===== config.mk =====
export PLATFORM = sky130hd
export DESIGN_NAME = cassette_fsk_codec
export DESIGN_NICKNAME = d
export VERILOG_FILES = /design/src/rtl/serial_pkg.sv /design/src/rtl/cas_edge_filter.sv /design/src/rtl/cassette_fsk_codec.sv
export SDC_FILE = /design/constraint.sdc
export NUM_CORES = 1
export LEC_CHECK = 0
export CAP_MARGIN = 20
export CORE_ASPECT_RATIO = 1.5
export CORE_MARGIN = 3
export CORE_UTILIZATION = 67
export CTS_BUF_LIST = sky130_fd_sc_hd__clkbuf_2 sky130_fd_sc_hd__clkbuf_4 sky130_fd_sc_hd__clkbuf_8
export DETAILED_ROUTE_END_ITERATION = 12
export HOLD_SLACK_MARGIN = 0.05
export PLACE_DENSITY = 0.95
export SLEW_MARGIN = 20
export SYNTH_ARGS = -nofsm -noshare
export SYNTH_HDL_FRONTEND = slang
export SYNTH_SLANG_ARGS = --single-unit

===== constraint.sdc =====
create_clock -name clk -period 4 [get_ports clk]
set_clock_uncertainty 0.05 [all_clocks]
set_input_delay 0.8 -clock clk [delete_from_list [all_inputs] [get_ports clk]]
set_output_delay 0.8 -clock clk [all_outputs]
set_load 0.005 [all_outputs]

===== src/rtl/serial_pkg.sv =====
// Shared serial-subsystem definitions.
// Holds the stepped-sine level codes, the default receive thresholds, the
// baud-mode encoding and the phase-index-to-level mapping.
package serial_pkg;

    localparam logic [1:0] LVL_0 = 2'b00;
    localparam logic [1:0] LVL_1 = 2'b01;
    localparam logic [1:0] LVL_2 = 2'b10;
    localparam logic [1:0] LVL_3 = 2'b11;

    localparam int BURST0_AT_DEF    = 8;
    localparam int LONG_GAP_DEF     = 176;
    localparam int HT_THRESHOLD_DEF = 445;

    typedef enum logic {
        BAUD_1200 = 1'b0,
        BAUD_300  = 1'b1
    } baud_mode_e;

    // One tone cycle is eight phase steps: rise over 0..3, fall over 4..7.
    function automatic logic [1:0] sine_level(input logic [2:0] idx);
        logic [1:0] lvl;
        case (idx)
            3'd0, 3'd7: lvl = LVL_0;
            3'd1, 3'd6: lvl = LVL_1;
            3'd2, 3'd5: lvl = LVL_2;
            default:    lvl = LVL_3;
        endcase
        return lvl;
    endfunction

endpackage


===== src/rtl/cas_edge_filter.sv =====
// Input conditioner for an asynchronous serial line.
// Two-flop synchroniser followed by a glitch filter: the filtered level only
// follows the synchronised input after FILTER_LEN consecutive differing
// samples, and each accepted change yields a pulse that lasts one sample.
//   clk    in   master clock
//   rst_n  in   asynchronous active-low reset
//   se_i   in   sample enable
//   raw_i  in   raw asynchronous input
//   edge_o out  accepted-edge pulse, seen by exactly one sample-enable cycle
module cas_edge_filter #(
    parameter int FILTER_LEN = 4
) (
    input  logic clk,
    input  logic rst_n,
    input  logic se_i,
    input  logic raw_i,
    output logic edge_o
);

    localparam logic [3:0] CNT_LAST = 4'(FILTER_LEN - 1);

    logic       sync1_q, sync2_q;
    logic       filt_q;
    logic       edge_q;
    logic [3:0] fcnt_q;

    always_ff @(posedge clk or negedge rst_n) begin
        if (!rst_n) begin
            sync1_q <= 1'b0;
            sync2_q <= 1'b0;
            filt_q  <= 1'b0;
            edge_q  <= 1'b0;
            fcnt_q  <= '0;
        end else begin
            sync1_q <= raw_i;
            sync2_q <= sync1_q;
            if (se_i) begin
                edge_q <= 1'b0;
                if (sync2_q != filt_q) begin
                    if (fcnt_q == CNT_LAST) begin
                        filt_q <= sync2_q;
                        edge_q <= 1'b1;
                        fcnt_q <= '0;
                    end else begin
                        fcnt_q <= fcnt_q + 4'd1;
                    end
                end else begin
                    fcnt_q <= '0;
                end
            end
        end
    end

    assign edge_o = edge_q;

endmodule


===== src/rtl/cassette_fsk_codec.sv =====
// Cassette FSK modem.
// Transmit: a free-running phase counter drives a 4-level stepped sine, one
// low-tone cycle (txd=0) or two high-tone cycles (txd=1) per 1200-baud unit;
// in 300-baud mode a bit spans four units. Receive: edge gaps on the filtered
// cassette input generate rxc bursts and the rxd decision; a sustained rxd=1
// raises dcd.
//   clk            in   master clock
//   nRST           in   asynchronous active-low reset
//   mode_300       in   1 = 300 baud, 0 = 1200 baud
//   reverse_tones  in   inverts tone/data sense on transmit and receive
//   tx_enable      in   tone enable, sampled at bit boundaries
//   txd            in   transmit bit, sampled at bit boundaries
//   tx_bit_strobe  out  high on the last cycle of each transmit bit
//   sine_out       out  ladder level code
//   cas_in         in   raw cassette comparator input
//   rxc            out  recovered receive clock
//   rxd            out  recovered data
//   dcd            out  high-tone carrier detect
module cassette_fsk_codec
    import serial_pkg::*;
#(
    parameter int DIV_W        = 10,
    parameter int GAP_W        = 8,
    parameter int FILTER_LEN   = 4,
    parameter int BURST0_AT    = BURST0_AT_DEF,
    parameter int LONG_GAP     = LONG_GAP_DEF,
    parameter int HT_THRESHOLD = HT_THRESHOLD_DEF
) (
    input  logic       clk,
    input  logic       nRST,
    input  logic       mode_300,
    input  logic       reverse_tones,
    input  logic       tx_enable,
    input  logic       txd,
    output logic       tx_bit_strobe,
    output logic [1:0] sine_out,
    input  logic       cas_in,
    output logic       rxc,
    output logic       rxd,
    output logic       dcd
);

    localparam logic [GAP_W-1:0] GAP_B0   = GAP_W'(BURST0_AT);
    localparam logic [GAP_W-1:0] GAP_LONG = GAP_W'(LONG_GAP);
    localparam logic [8:0]       HT_TC    = 9'(HT_THRESHOLD);

    logic [DIV_W-1:0] ph_q, ph_d;
    logic [1:0]       sub_q, sub_d;
    baud_mode_e       mode_q, mode_d;
    logic             strobe_q, strobe_d;
    logic             txd_s_q, txd_s_d, en_s_q, en_s_d;
    logic [1:0]       sine_q, sine_d;
    logic [7:0]       tck_q, tck_d;
    logic [GAP_W-1:0] gap_q, gap_d;
    logic [2:0]       burst_q, burst_d;
    logic             rxc_q, rxc_d;
    logic             is_long_q, is_long_d, is_long_last_q, is_long_last_d;
    logic             rxd_q, rxd_d;
    logic [8:0]       ht_q, ht_d;
    logic             dcd_q, dcd_d;

    logic       ph_wrap, se, tick, cas_edge;
    logic [2:0] idx;

    cas_edge_filter #(.FILTER_LEN(FILTER_LEN)) u_filter (
        .clk   (clk),
        .rst_n (nRST),
        .se_i  (se),
        .raw_i (cas_in),
        .edge_o(cas_edge)
    );

    assign ph_wrap = &ph_q;
    assign se      = ph_q[0];
    // tck_q runs in step with the low byte of ph and keeps the 256-clk tick
    // independent of DIV_W.
    assign tick    = &tck_q;
    assign idx     = txd_s_q ? ph_q[DIV_W-2 -: 3] : ph_q[DIV_W-1 -: 3];

    always_comb begin
        ph_d           = ph_q + 1'b1;
        sub_d          = sub_q + {1'b0, ph_wrap};
        tck_d          = tck_q + 8'd1;
        // Mode only switches at a sub wrap so a 300-baud bit always starts on
        // a unit boundary; a mid-bit change just shifts the bit alignment.
        mode_d         = (ph_wrap && sub_q == 2'd3) ? baud_mode_e'(mode_300) : mode_q;
        // Strobe is registered: predict whether the next cycle ends a bit.
        strobe_d       = (&ph_d) && (mode_d == BAUD_1200 || sub_d == 2'd3);
        txd_s_d        = strobe_q ? (txd ^ reverse_tones) : txd_s_q;
        en_s_d         = strobe_q ? tx_enable : en_s_q;
        sine_d         = en_s_q ? sine_level(idx) : LVL_0;

        gap_d          = gap_q;
        burst_d        = burst_q;
        is_long_d      = is_long_q;
        is_long_last_d = is_long_last_q;
        rxd_d          = rxd_q;
        ht_d           = ht_q;
        dcd_d          = dcd_q;

        if (se) begin
            if (cas_edge)
                gap_d = '0;
            else if (gap_q != '1)
                gap_d = gap_q + 1'b1;

            // A running burst finishes untouched; an edge on the terminal
            // count sample takes priority over starting one.
            if (burst_q != 3'd0)
                burst_d = burst_q + 3'd1;
            else if (!cas_edge && (gap_q == GAP_B0 || gap_q == GAP_LONG))
                burst_d = 3'd1;

            if (cas_edge) begin
                is_long_d      = 1'b0;
                is_long_last_d = is_long_q;
                if (is_long_q)
                    rxd_d = reverse_tones;
                else if (!is_long_last_q)
                    rxd_d = !reverse_tones;
            end else if (gap_q == GAP_LONG) begin
                is_long_d = 1'b1;
            end
        end

        if (tick) begin
            if (!rxd_q) begin
                ht_d  = '0;
                dcd_d = 1'b0;
            end else begin
                if (ht_q != 9'h1FF)
                    ht_d = ht_q + 9'd1;
                if (ht_q == HT_TC)
                    dcd_d = 1'b1;
            end
        end

        // rxc is decoded from the next burst value so the clock leaves a flop.
        rxc_d = (burst_d != 3'd0) ? !burst_d[0] : 1'b1;
    end

    always_ff @(posedge clk or negedge nRST) begin
        if (!nRST) begin
            ph_q           <= '0;
            sub_q          <= '0;
            tck_q          <= '0;
            mode_q         <= BAUD_1200;
            strobe_q       <= 1'b0;
            txd_s_q        <= 1'b0;
            en_s_q         <= 1'b0;
            sine_q         <= LVL_0;
            gap_q          <= '0;
            burst_q        <= '0;
            rxc_q          <= 1'b1;
            is_long_q      <= 1'b0;
            is_long_last_q <= 1'b0;
            rxd_q          <= 1'b1;
            ht_q           <= '0;
            dcd_q          <= 1'b0;
        end else begin
            ph_q           <= ph_d;
            sub_q          <= sub_d;
            tck_q          <= tck_d;
            mode_q         <= mode_d;
            strobe_q       <= strobe_d;
            txd_s_q        <= txd_s_d;
            en_s_q         <= en_s_d;
            sine_q         <= sine_d;
            gap_q          <= gap_d;
            burst_q        <= burst_d;
            rxc_q          <= rxc_d;
            is_long_q      <= is_long_d;
            is_long_last_q <= is_long_last_d;
            rxd_q          <= rxd_d;
            ht_q           <= ht_d;
            dcd_q          <= dcd_d;
        end
    end

    assign tx_bit_strobe = strobe_q;
    assign sine_out      = sine_q;
    assign rxc           = rxc_q;
    assign rxd           = rxd_q;
    assign dcd           = dcd_q;

endmodule


Word-level counts from Yosys, hierarchy flattened
Index checks and enable logic that the tools add are counted.

Add/sub/neg operators: 7. Multiply operators: 0. Div/mod/pow operators: 0. Order comparisons: 0. Equality and inequality tests: 17. Shifts and indexed selects: 0. Muxes and demuxes: 22. Bitwise logic cells: 2. Reduce and logical (&&, ||, !) cells: 25.

Operators with widths (count): $reduce_and 10->1 (2); $mux 9 (2); $reduce_and 9->1 (2); $add 8x1->8 const B (2); $mux 8 (2); $mux 3 (4); $add 10x1->10 const B (1); $mux 1 (10); $add 9x1->9 const B (1); $eq 3x3->1 const B (3); $eq 9x9->1 const B (1); $ne 9x9->1 const B (1); $eq 8x4->1 const B (1); $eq 8x8->1 const B (1); $mux 4 (2); $ne 8x8->1 const B (1); $pmux 2 s3 (1); $reduce_and 2->1 (3); $reduce_and 3->1 (2); $reduce_bool 3->1 (2); $reduce_or 2->1 (3); $add 4x1->4 const B (1); $eq 2x2->1 const B (2); $eq 4x2->1 const B (1); 15 further kinds (22).

Flip-flop bits (word level): 59. Bits in latches: 0. RAM bits: 0. ROM bits: 0. Output and inout port bits: 6. Logic and storage cells: 94. Memories kept: 0.

Logic depth before layout (Yosys ltp)
Gate-level depths: netlist of the first run.

Word-level depth: 8. Mapped depth: 8. Mapped depth without buffers: 8.

By module
A second synthesis of the first run with hierarchy kept.

Cell total of the unflattened synthesis: 283. Area total of the unflattened synthesis: 2984.1 sq um.

Modules (own cells, without submodules): cassette_fsk_codec (times used 1, cells an instance 252, area an instance 2610.0 sq um, seq. area each 1278.7 sq um); cas_edge_filter (times used 1, cells an instance 31, area an instance 374.1 sq um, seq. area each 200.2 sq um).

Least setup slack after synthesis of the first run
OpenSTA, ideal clock, no wires.

Path type: reg-to-reg. Start: register ph_q[0]. End: register strobe_q, in the netlist tx_bit_strobe. Arrival time: 1.766 ns. Data required time: 3.825 ns. Setup slack: 2.059 ns. Cell stages (with the launch flop): 6. Path buffers: 0. Period minus slack after synthesis: 1.941 ns. Cells stage by stage: dfrtp_1 -> ha_1 -> nand4_1 -> nor4_1 -> mux2_2 -> a2111oi_0.

Word-level cells in the longest chain between the ends: 6.

RTL lines: start, declared (line cassette_fsk_codec.sv:47) `logic [DIV_W-1:0] ph_q, ph_d;`; start signal, assigned (line cassette_fsk_codec.sv:161) `ph_q <= ph_d;`; $reduce_and 10->1 (line cassette_fsk_codec.sv:73) `assign ph_wrap = &ph_q;`; $logic_and 1x1->1 (line cassette_fsk_codec.sv:86) `mode_d = (ph_wrap && sub_q == 2'd3) ? baud_mode_e'(mode_300) : mode_q;`; $mux 1 (line cassette_fsk_codec.sv:86); via mode_d (line cassette_fsk_codec.sv:49) `baud_mode_e mode_q, mode_d;`; $not 1->1 (line cassette_fsk_codec.sv:88) `strobe_d = (&ph_d) && (mode_d == BAUD_1200 || sub_d == 2'd3);`; $logic_or 1x1->1 (line cassette_fsk_codec.sv:88); $logic_and 1x1->1 (line cassette_fsk_codec.sv:88); via strobe_d (line cassette_fsk_codec.sv:50) `logic strobe_q, strobe_d;`; end signal, assigned (line cassette_fsk_codec.sv:165) `strobe_q <= strobe_d;`; end, declared (line cassette_fsk_codec.sv:50).

The timed path passes the listed nets, and every way through them passes these cells. A chain may end at the register's enable or synchronous reset.

Final worst setup path of the first run
Start: register ph_q[0]. End: register strobe_q, in the netlist tx_bit_strobe.

RTL lines: $reduce_and 10->1 (line cassette_fsk_codec.sv:73); $add 2x1->2 (line cassette_fsk_codec.sv:82) `sub_d = sub_q + {1'b0, ph_wrap};`; via sub_d[1] (line cassette_fsk_codec.sv:48) `logic [1:0] sub_q, sub_d;`; $eq 2x2->1 (line cassette_fsk_codec.sv:88); $logic_or 1x1->1 (line cassette_fsk_codec.sv:88); $logic_and 1x1->1 (line cassette_fsk_codec.sv:88); via strobe_d (line cassette_fsk_codec.sv:50).

The timed path passes the listed nets, and every way through them passes these cells.

==> results of run 1 <==
per-layer routing:
layer / vias to the layer above / share of wire [%] / routed length [um]
met3: 13 / 3.9 / 212
met2: 59 / 54 / 2911
met4: 0 / 2.4 / 127
met1: 1035 / 40 / 2148
met5: - / 0 / 0
li1: 1012 / - / -
area by class of cell:
cell class	count	area (sq um)
clock inverter	2	10.01
fill	244	835.8
sequential	59	1479
multi-input combinational	192	1284
timing repair buffer	13	122.6
clock buffer	14	173.9
tap	45	56.30
inverter	18	67.56
per-stage QoR:
stage          power, mW  area, sq um  std cells
5_1_grt            1.671         3193        343
3_3_place_gp       1.071         3009        327
2_1_floorplan     0.9856         2854        274
3_5_place_dp       1.097         3009        327
4_1_cts            1.589         3193        343
6_report           1.576         3193        343
logic make-up after synthesis:
logic type               Yosys count  share of synthesized area (%)
flip-flops                        59                          51.82
buffers and inverters             23                          3.200
multiplexers                       9                          3.376
AND/OR/NAND/NOR                   96                          17.84
adder cells (fa/ha/maj)           12                          5.261
AO/OA/AOI/OAI                     54                          12.06
XOR/XNOR                          21                          6.444
cells in the final DEF (no fill, tap or decap), drive strengths merged, types with 4 or more instances in the layout:
cell,n
nand4,4
ha,12
nor3,7
dfrtp,57
nor2,15
nor4,4
nand2,24
mux2i,4
nand2b,4
mux2,5
o21ai,17
and2,5
a21oi,14
clkdlybuf4s50,11
xor2,10
xnor2,11
nand3,15
inv,18
clkbuf,14
worst paths after layout:
path,startpoint,endpoint,slack [ns],depth (start not counted)
setup reg to reg,ph_q[0]$_DFF_PN0_,tx_bit_strobe$_DFF_PN0_,1.40,7
setup / recovery,ph_q[0]$_DFF_PN0_,tx_bit_strobe$_DFF_PN0_,1.40,7
hold reg to reg,u_filter.sync1_q$_DFF_PN0_,u_filter.sync2_q$_DFF_PN0_,0.31,0
hold / removal,u_filter.sync1_q$_DFF_PN0_,u_filter.sync2_q$_DFF_PN0_,0.31,0
max in group asynchronous,nRST,rxd$_DFFE_PN1P_,2.63,2
min in group asynchronous,nRST,sine_out[0]$_DFF_PN0_,0.39,1
power groups by stage:
stage               clock network [mW]  logic, mW  registers, mW
detailed placement                   0      0.313          0.784
finish                           0.489      0.314          0.773
global placement                     0      0.295          0.776
CTS                              0.500      0.316          0.773
floorplan                            0      0.236          0.750
global route                     0.524      0.360          0.787
flip-flops by register name, indices dropped and copies added, names as in the netlist, 2 cells and up:
| name | cells |
|---|---|
| ph_q | 10 |
| tck_q | 8 |
| burst_q | 3 |
| gap_q | 8 |
| sub_q | 2 |
| ht_q | 9 |
| u_filter.fcnt_q | 4 |
| sine_out | 2 |
==> run summary, run 1 <==
In this run the count of I/O pins placed on the die edge is 13. The buffers plus inverters on the worst setup path came out at 0. The count of antenna diodes in the layout is 0. The post-synthesis cell count is 274. The total number of vias is 2,119. The critical path goes through ha_1, nand4_1, nor3_1, ha_1, xor2_1, nand2_1, a2111oi_0. The post-detailed-route via-to-cell ratio is 6.178.

Data on the critical path is required at its endpoint by 4.16 ns. The longest individual stage delay on the worst path is 0.79 ns. The number of distinct standard cells referenced by the synthesized netlist is 52.

In this run the worst path has a maximum fanout of 24. The CTS clock-pin slew for the worst setup and hold paths is 0.06 ns. The combinational share of power is 19.9%. The number of global-route vias before repair is 2,180.

The number of hold buffers added after CTS was 0. The category of cells accounting for the largest share of critical-path delay is flip-flops. The cell area that synthesis handed to floorplanning was 2854 sq um. In this run the worst hold path is classified as flip-flop to flip-flop. For this run, the leading register cell type out of synthesis is dfrtp_1. The final-layout setup total negative slack came out at 0 ns. The global placement routability congestion is 0.8071. The placed wire-length estimate came out at 3661 um.

In the global route stage, met2 resource usage came out at 40.80%. The max-capacitance violation count came out at 0. The type of element launching the critical path is a flip-flop. TritonCTS built the clock tree. Once the floorplan was initialized, standard cells occupied 70.84% of the core. After clock tree synthesis, the setup repair step added 0 buffers.

The clock power share came out at 31.0%. Counting flops with an async set or reset pin after synthesis yields a share of 100.0%. The H-tree was split into 3 levels. The die is 85.94 um tall. The leading area contributor after synthesis is dfrtp_1. The first global-routing pass estimated 9335 um of wire. Global routing used 27.78% of the available met1 tracks. The area overhead of the layout relative to synthesis is 11.88%.

After the first detailed-routing iteration, the DRC count stood at 159. STA classifies the critical path endpoint as a flip-flop. The sum of overflow across all layers after global routing is 0. The row count came out at 28.

The flow ran to the end, and the final reports show no timing, DRC or antenna violations. Yosys mapped a number of flops with a built-in enable equal to 0. The final critical-path share of the clock period is 64.90%. The clock sink count is 59. The area of the core came out at 4029 sq um. The cell area power density came out at 493.6 nW/um^2.

The first detailed-routing pass ran for 5 iterations. The initial antenna violation count is 0. Setup repair after global routing left no endpoint under its margin. The number of nets at the end of the flow came out at 312.

After synthesis the netlist holds a flip-flop and latch count of 59. The worst setup slack after layout came out at 1.404 ns. The post-synth net total is 293.

Net switching is 29.06% of the power. The smallest clock period supported by the final layout is computed as 2.596 ns. The cell-internal power came out at 1.118 mW. Among all cell types in the netlist, the one instantiated most often is dfrtp_1.

The worst slack at placement came out at 1.405 ns. The width of the die is 59.29 um. The final-report max-slew violation count came out at 0. The upper clock frequency limit is 385.2 MHz. The total wirelength of the detailed-routed design came out at 5400 um. For this run, design rule violations remaining after detail routing come to 0. The area of the die came out at 5095 sq um. The number of buffers on the longest clock path is 2. The synthesized design devotes to its leading area cell type 49.98% of total area. The largest voltage drop on the vdd net came out at 0.5230 mV. The maximum number of pins on one net before global-route repair is 36. The number of warnings reported in the yosys synthesis log came out at 0.

In this design, the critical path's most frequently occurring cell is ha_1. The utilization after layout is 79.25%. The share of the yosys chip area belonging to registers came out at 51.82%.

The number of CTS-inserted buffers came out at 9. Data on the critical path arrives at its endpoint at 2.76 ns. At the pin with the least slew margin, the transition time is 0.6801 ns. The critical path is of the flip-flop to flip-flop type. The post-cts resize count came out at 0. Among all stages on the critical path, the largest delay is contributed by dfrtp_1. By count the netlist is led by dfrtp_1 (57), nand2_1 (23), inv_1 (18). The worst max-slew margin expressed relative to the limit came out at 54.24%.

The final worst hold slack came out at 0.3063 ns. The register share of total power is 49.1%. The clock latency reported for the late side of the worst-skew pair is 0.34 ns. The post-route netlist has 10.74% of its cells at a drive strength greater than 1.

Setup violations remaining at the end of the flow were counted as 0. The met3 demand-to-capacity share in global routing is 5.723%. The number of hold violations in the final report came out at 0. The standby leakage power came out at 1.468 nW. Yosys attributes the largest share of cell area to dfrtp_1 (50%), ha_1 (5.3%), xnor2_1 (3.4%), xor2_1 (3.1%), nand2_1 (3.0%). The number of buffers inserted by port buffering is 12. The final antenna-violating net count came out at 0.

The synthesized area per cell is 10.42 sq um. The layer flagged by global routing as most heavily used is met2. After detailed routing, the average wire length per cell comes to 15.74 um.

The clock tree root buffer cell is clkbuf_8. In this run the power spent charging and discharging nets is 457.9 uW. The total routing resource utilization after global routing is 24.37%.
Power figures use the tool's default switching activity.
==> run 2: changes to the inputs <==
CORE_UTILIZATION = 62   (was 67)
PLACE_DENSITY = 0.9   (was 0.95)
clock period = 2.7 ns   (was 4 ns; I/O delays follow)
==> run summary, run 2 (synthesis results as in run 1) <==
The flow ran to the end, and the final reports show no timing, DRC or antenna violations. The post-CTS setup buffer count came out at 0. In the final design database the tool counted 315 nets. The number of hold violations in the final report came out at 0. Setup violations remaining at the end of the flow were counted as 0. The sum of overflow across all layers after global routing came out at 0. Once the clock tree was built, the resizer swapped 0 gates to a different size. The wire length of the first global-routing pass is 9004 um. CTS placed an instance of clkbuf_8 at the clock tree root. The standby leakage power came out at 1.522 nW. The area of the die came out at 5470 sq um. ph_q holds more flip-flops than any other register. The clock latency reported for the late side of the worst-skew pair is 0.34 ns. Once the floorplan was initialized, standard cells occupied 66.10% of the core. On the critical path the largest part of the delay comes from flip-flops. TritonCTS built the clock tree. The setup path with the least slack is of type flip-flop to primary output. The global placement routability congestion is 0.8669.

The type of element launching the critical path is a flip-flop. The library cell contributing the largest single delay on the critical path is dfstp_2. The floorplan step set the die height to 89.10 um. The filler cells instantiated in the layout total 268. The detailed-routed wire length on met3 is 171 um. The maximum number of pins on one net before global-route repair came out at 24.

Across all setup checks in the final design, the least slack found is 0.5853 ns. The longest individual stage delay on the worst path came out at 0.65 ns. After detailed routing, the wire length on met1 is 2146 um. The detailed router finished its first iteration with 136 violations. The total number of vias came out at 2,058. The initial antenna violation count is 0. For this run, the detailed router's first-pass iteration total came to 4. The final-report max-slew violation count is 0.

Measured along the x axis, the die boundary spans 61.40 um. The number of flip-flops in the largest register is 10. The total area inside the core boundary comes to 4318 sq um.

The final-layout setup total negative slack is 0 ns. After detailed routing, the number of remaining DRC violations is 0. Setup repair after global routing left no endpoint under its margin.

The worst slack at placement is 0.6152 ns. The detail route stage leaves a number of antenna-violating nets equal to 0. The worst-case reg-to-reg path depth is 5. The actual transition at the worst max-transition pin is 0.6275 ns. The quantity of hold-fixing buffers added after cts came out at 0. Pin placement for this block handled 13 I/O pins.

The worst max-slew margin expressed relative to the limit is 57.78%. The commonest non-fill, non-tap cell in the layout is dfrtp_1. Walking the worst path, the cells encountered are clkdlybuf4s50_1. The H-tree depth reported by CTS came out at 3. The maximum net fanout on the critical path came out at 12. Counting both buffers and inverters, the worst setup path holds a total of 1.

STA classifies the critical path endpoint as a primary output. The routed length per instance is 15.24 um. The count of antenna diodes in the layout came out at 0. Dividing the final minimum period by the clock period gives 78.32%. The max-capacitance violation count is 0.

The largest voltage drop on the vdd net is 0.5536 mV. The placed wire-length estimate is 3566 um. The layout cell share with drive strength beyond 1 came out at 11.63%. The number of buffers on the longest clock path is 2. The highest layer used for signal routing is met4.

The worst reg-to-reg setup slack is 0.62 ns. TritonCTS created 9 clock buffers. After clock tree synthesis, the clock-pin slew on the worst setup and hold paths is 0.07 ns.

The upper clock frequency limit is 472.9 MHz. Detailed routing placed a total of 2830 um of wire on met2. The number of buffers inserted by port buffering came out at 12. For this run, the share of the core covered by cells in the final layout is 76.70%. In the layout the commonest cells are dfrtp_1 (57), nand2_1 (23), inv_1 (18).

For this design, the sink count on the clock tree is 59. The row count is 29. STA puts the critical path data required time at 2.11 ns.

The cell area power density is 820.6 nW/um^2. The number of global-route vias before repair came out at 2,046. In the global route stage, overall resource usage came out at 22.79%. The class of the worst hold path is input port to async pin. The post-detailed-route via-to-cell ratio came out at 5.931. The critical path arrival is 1.52 ns.

The worst register-to-register path begins at ph_q[1]$_DFF_PN0_. The total wirelength of the detailed-routed design came out at 5289 um. The area overhead of the layout relative to synthesis came out at 16.05%.

The endpoint identified for the worst register-to-register timing path is tx_bit_strobe$_DFF_PN0_. The minimum clock period came out at 2.115 ns. The largest registers in the layout are ph_q (10), ht_q (9).
run 2: changes by cell type in the layout (fill, tap and decap cells not counted):
cell / previous run / this run
buf_4: 1 / 4
clkbuf_4: 3 / 1
clkinv_2: 2 / 0
bufinv_16: 0 / 4
run 2: worst max path at each step:
stage | start | endpoint | slack, ns | depth (start not counted)
after detailed placement | ph_q[1]$_DFF_PN0_ | tx_bit_strobe$_DFF_PN0_ | 0.62 | 5
final | rxd$_DFFE_PN1P_ | rxd | 0.59 | 1
after floorplan | ph_q[0]$_DFF_PN0_ | tx_bit_strobe$_DFF_PN0_ | 0.76 | 5
after global placement | ph_q[1]$_DFF_PN0_ | tx_bit_strobe$_DFF_PN0_ | 0.71 | 5
after global routing | ph_q[1]$_DFF_PN0_ | tx_bit_strobe$_DFF_PN0_ | 0.41 | 7
after CTS | rxd$_DFFE_PN1P_ | rxd | 0.57 | 1
run 2: power by group:
group	switching [mW]	internal (mW)	total (mW)
clock network	0.336	0.768	1.10
registers	0.131	1.01	1.14
logic	0.235	0.237	0.473
run 2: through the flow:
stage	hold WS, ns	instance area (sq um)	std cells	power (mW)
2_1_floorplan	0.1944	2854	274	1.460
3_3_place_gp	0.2936	3033	331	1.583
3_5_place_dp	0.2998	3033	331	1.620
4_1_cts	0.05438	3312	347	2.741
5_1_grt	0.07538	3312	347	2.859
6_report	0.05458	3312	347	2.718
run 2: final cells by class:
type | instances | area [sq um] | area share, %
Multi-Input combinational cell | 192 | 1284 | 38.76
Clock inverter | 4 | 120.1 | 3.627
Clock buffer | 12 | 158.9 | 4.798
Sequential cell | 59 | 1479 | 44.65
Tap cell | 46 | 57.56 | 1.738
Timing Repair Buffer | 16 | 145.1 | 4.382
Inverter | 18 | 67.56 | 2.040
run 2: layer usage:
layer	vias up	track usage [%]
li1	1016	-
met4	0	13.32
met3	11	5.780
met5	-	0
met2	34	38.54
met1	997	25.24
==> run 3: changes to the inputs <==
CORE_UTILIZATION = 56   (was 62)
PLACE_DENSITY = 0.87   (was 0.9)
clock period = 1.8 ns   (was 2.7 ns; I/O delays follow)
==> run summary, run 3 (synthesis results as in run 1) <==
The flow ran to the end, but the final reports show violations. The final reports fail on negative setup slack. The sum of overflow across all layers after global routing is 0. The actual transition at the worst max-transition pin is 0.5342 ns.

The register cell area after layout is 1479 sq um. Combinational logic is responsible for 25.5% of the overall power. The number of buffers inserted by port buffering is 12. The worst setup slack after layout is -0.1314 ns. The layout filler cell count came out at 321. The clock power share came out at 33.4%. The area overhead of the layout relative to synthesis came out at 27.36%. The number of flip-flops in the largest register is 10. The kind of critical path is flip-flop to flip-flop. The largest voltage drop on the vdd net is 0.8157 mV. The cell-internal power is 2.784 mW. The number of CTS-inserted buffers came out at 9.

The clock tree root buffer cell is clkbuf_8. Entering global routing, the biggest net connects 60 pins. In the routed design, unresolved DRC markers number 0.

The final worst hold slack came out at 0.3237 ns. The worst pin sits at a relative slew slack of 64.06%. The utilization after layout came out at 74.37%.

The standby leakage power is 1.663 nW. Of the total power, the share spent switching nets is 29.50%. The H-tree depth reported by CTS is 3. The worst hold path begins at u_filter.sync1_q$_DFF_PN0_.

The type of element launching the critical path is a flip-flop. Counting instances, the worst hold path has a depth of 0. STA puts the critical path data arrival time at 2.12 ns. Clock-pin slew was measured on the worst setup and hold paths at 0.07 ns. In this run the cell area measured after placement is 3309 sq um. The commonest non-fill, non-tap cell in the layout is dfrtp_1. In this run the register-to-register setup slack is -0.13 ns. The maximum net fanout on the critical path came out at 3. The final-report max-slew violation count is 0. The longest individual stage delay on the worst path is 0.42 ns.

The wire length of the first global-routing pass is 10,420 um. The signal on the critical path passes through ha_2, nand4_1, nor4_1, mux2_2, a2111oi_4. After routing the design area is 3635 sq um. The path with the worst hold slack has its endpoint at u_filter.sync2_q$_DFF_PN0_. The category of the worst setup path capture point is a flip-flop.

The count of antenna diodes in the layout is 0. After layout, the worst path uses 107.3% of the clock period. Timing would allow up to 517.8 MHz.

In the routed layout, each cell is associated on average with a via count of 5.781. The total routing resource utilization after global routing is 22.99%. The number of global-route vias before repair is 2,339.

The row count is 31. The worst slack at placement came out at -0.07977 ns. Dividing total power by cell area gives a power density of 1087 nW/um^2. In this run the vertical extent of the chip is 93.43 um. The starting utilization of the core area is 58.40%. Measured in cells, the most critical reg-to-reg path has a length of 5. STA puts the critical path data required time at 1.99 ns.

On the critical path, the stage with the largest delay is an instance of mux2_2. The number of top-level pins came out at 13. In the final layout, the registers with the most flip-flops are ph_q (10), ht_q (9). The total wirelength of the detailed-routed design came out at 6584 um. The tree built by TritonCTS fans out to 59 sinks. Dividing the detail-routed wire length by the instance count gives 16.38 um. Of the cells placed in the final design, the portion with a size suffix greater than 1 is 25.30%. The width of the die is 64.29 um. The initial antenna violation count came to 0. The global placement routability congestion came out at 0.8201. The area occupied by multi-input gates came out at 1366 sq um.

The HPWL after detailed placement is 4070 um. For the worst-skew pair, the clock arrives at the later sink with an insertion delay of 0.35 ns. The number of hold violations in the final report was 0. The minimum clock period came out at 1.931 ns.

For this block, the via count after detailed routing is 2,324. The worst hold path belongs to the class flip-flop to flip-flop. The final layout contains 350 nets. The area of the die is 6007 sq um. The share of total power dissipated in sequential elements is 41.2%. The power dissipated by switching net loads is 1.165 mW.

In this run the critical register-to-register path is launched from ph_q[1]$_DFF_PN0_. Max-cap violations in this run came to 0. The clock tree from TritonCTS is yes. The top cell types in the final layout, fill and taps aside, are dfrtp_1 (57), buf_4 (37), nand2_1 (22). The floorplan step defined a core boundary enclosing 4887 sq um.

Once detail routing completed, the nets flagged for antenna violations numbered 0. For this run, the detailed router's first-pass iteration total came to 4. The number of buffers on the longest clock path is 2. The detailed router's first-iteration violation count is 197. Setup repair after global routing could not meet its margin everywhere. The register with the most flip-flops in the final layout is ph_q. Setup violations remaining at the end of the flow were counted as 2. The endpoint identified for the worst register-to-register timing path is tx_bit_strobe$_DFF_PN0_.
run 3: cell count changes in the layout (fill, tap and decap cells not counted), moves of 3 or more:
| cell | before | now |
|---|---|---|
| buf_4 | 4 | 37 |
| ha_1 | 12 | 9 |
| o21ai_0 | 17 | 13 |
| clkinvlp_4 | 0 | 3 |
| ha_2 | 0 | 3 |
run 3: routing by layer:
layer	vias up	GRT usage [%]	share of wire, %
li1	1083	-	-
met1	1145	24.28	38
met2	76	39.91	55
met3	20	5.649	4.3
met4	0	15.17	3.3
met5	-	0	0
run 3: critical path: cells and delay by family, from the launching register on:
family          cells  cell delay [ns]
simple gates        2             0.44
mux                 1             0.42
fa+ha+maj           1             0.19
compound gates      1             0.38
flops               1             0.36
run 3: worst max path at each step:
stage / from / to / slack (ns) / depth (start not counted)
6_report: ph_q[1]$_DFF_PN0_ / tx_bit_strobe$_DFF_PN0_ / -0.13 / 5
5_1_grt: ph_q[1]$_DFF_PN0_ / tx_bit_strobe$_DFF_PN0_ / -0.23 / 5
4_1_cts: ph_q[1]$_DFF_PN0_ / tx_bit_strobe$_DFF_PN0_ / -0.07 / 7
3_5_place_dp: gap_q[0]$_DFFE_PN0P_ / burst_q[1]$_DFF_PN0_ / -0.08 / 6
3_3_place_gp: gap_q[0]$_DFFE_PN0P_ / burst_q[1]$_DFF_PN0_ / 0.01 / 6
2_1_floorplan: ph_q[0]$_DFF_PN0_ / tx_bit_strobe$_DFF_PN0_ / -0.05 / 5
run 3: through the flow:
step | total power, mW | cells | TNS, ns
CTS | 3.935 | 400 | -0.1968
global route | 4.164 | 402 | -0.5376
floorplan | 2.190 | 274 | -0.09248
detailed placement | 2.571 | 381 | -0.2838
global placement | 2.508 | 381 | 0
finish | 3.949 | 402 | -0.2156
run 3: final cells by class:
class | count | share of cell area (%)
clock buffer | 9 | 3.408
inverter | 18 | 1.859
timing repair buffer | 51 | 11.64
clock inverter | 7 | 2.547
multi-input combinational | 192 | 37.59
tap | 66 | 2.272
sequential | 59 | 40.69
run 3: what timing repair did:
item,4_1_cts,5_1_grt
buffers inserted,2,2
hold buffers,1,0
gates resized for setup,8,11
setup endpoints to repair,11,8
endpoints found under the hold margin,57,0
pin swaps,0,3
run 3: power groups by stage:
stage / Combinational [mW] / Sequential, mW / Clock [mW]
finish: 1.01 / 1.63 / 1.32
floorplan: 0.525 / 1.67 / 0
global route: 1.11 / 1.64 / 1.41
detailed placement: 0.897 / 1.67 / 0
global placement: 0.843 / 1.66 / 0
CTS: 0.977 / 1.63 / 1.33
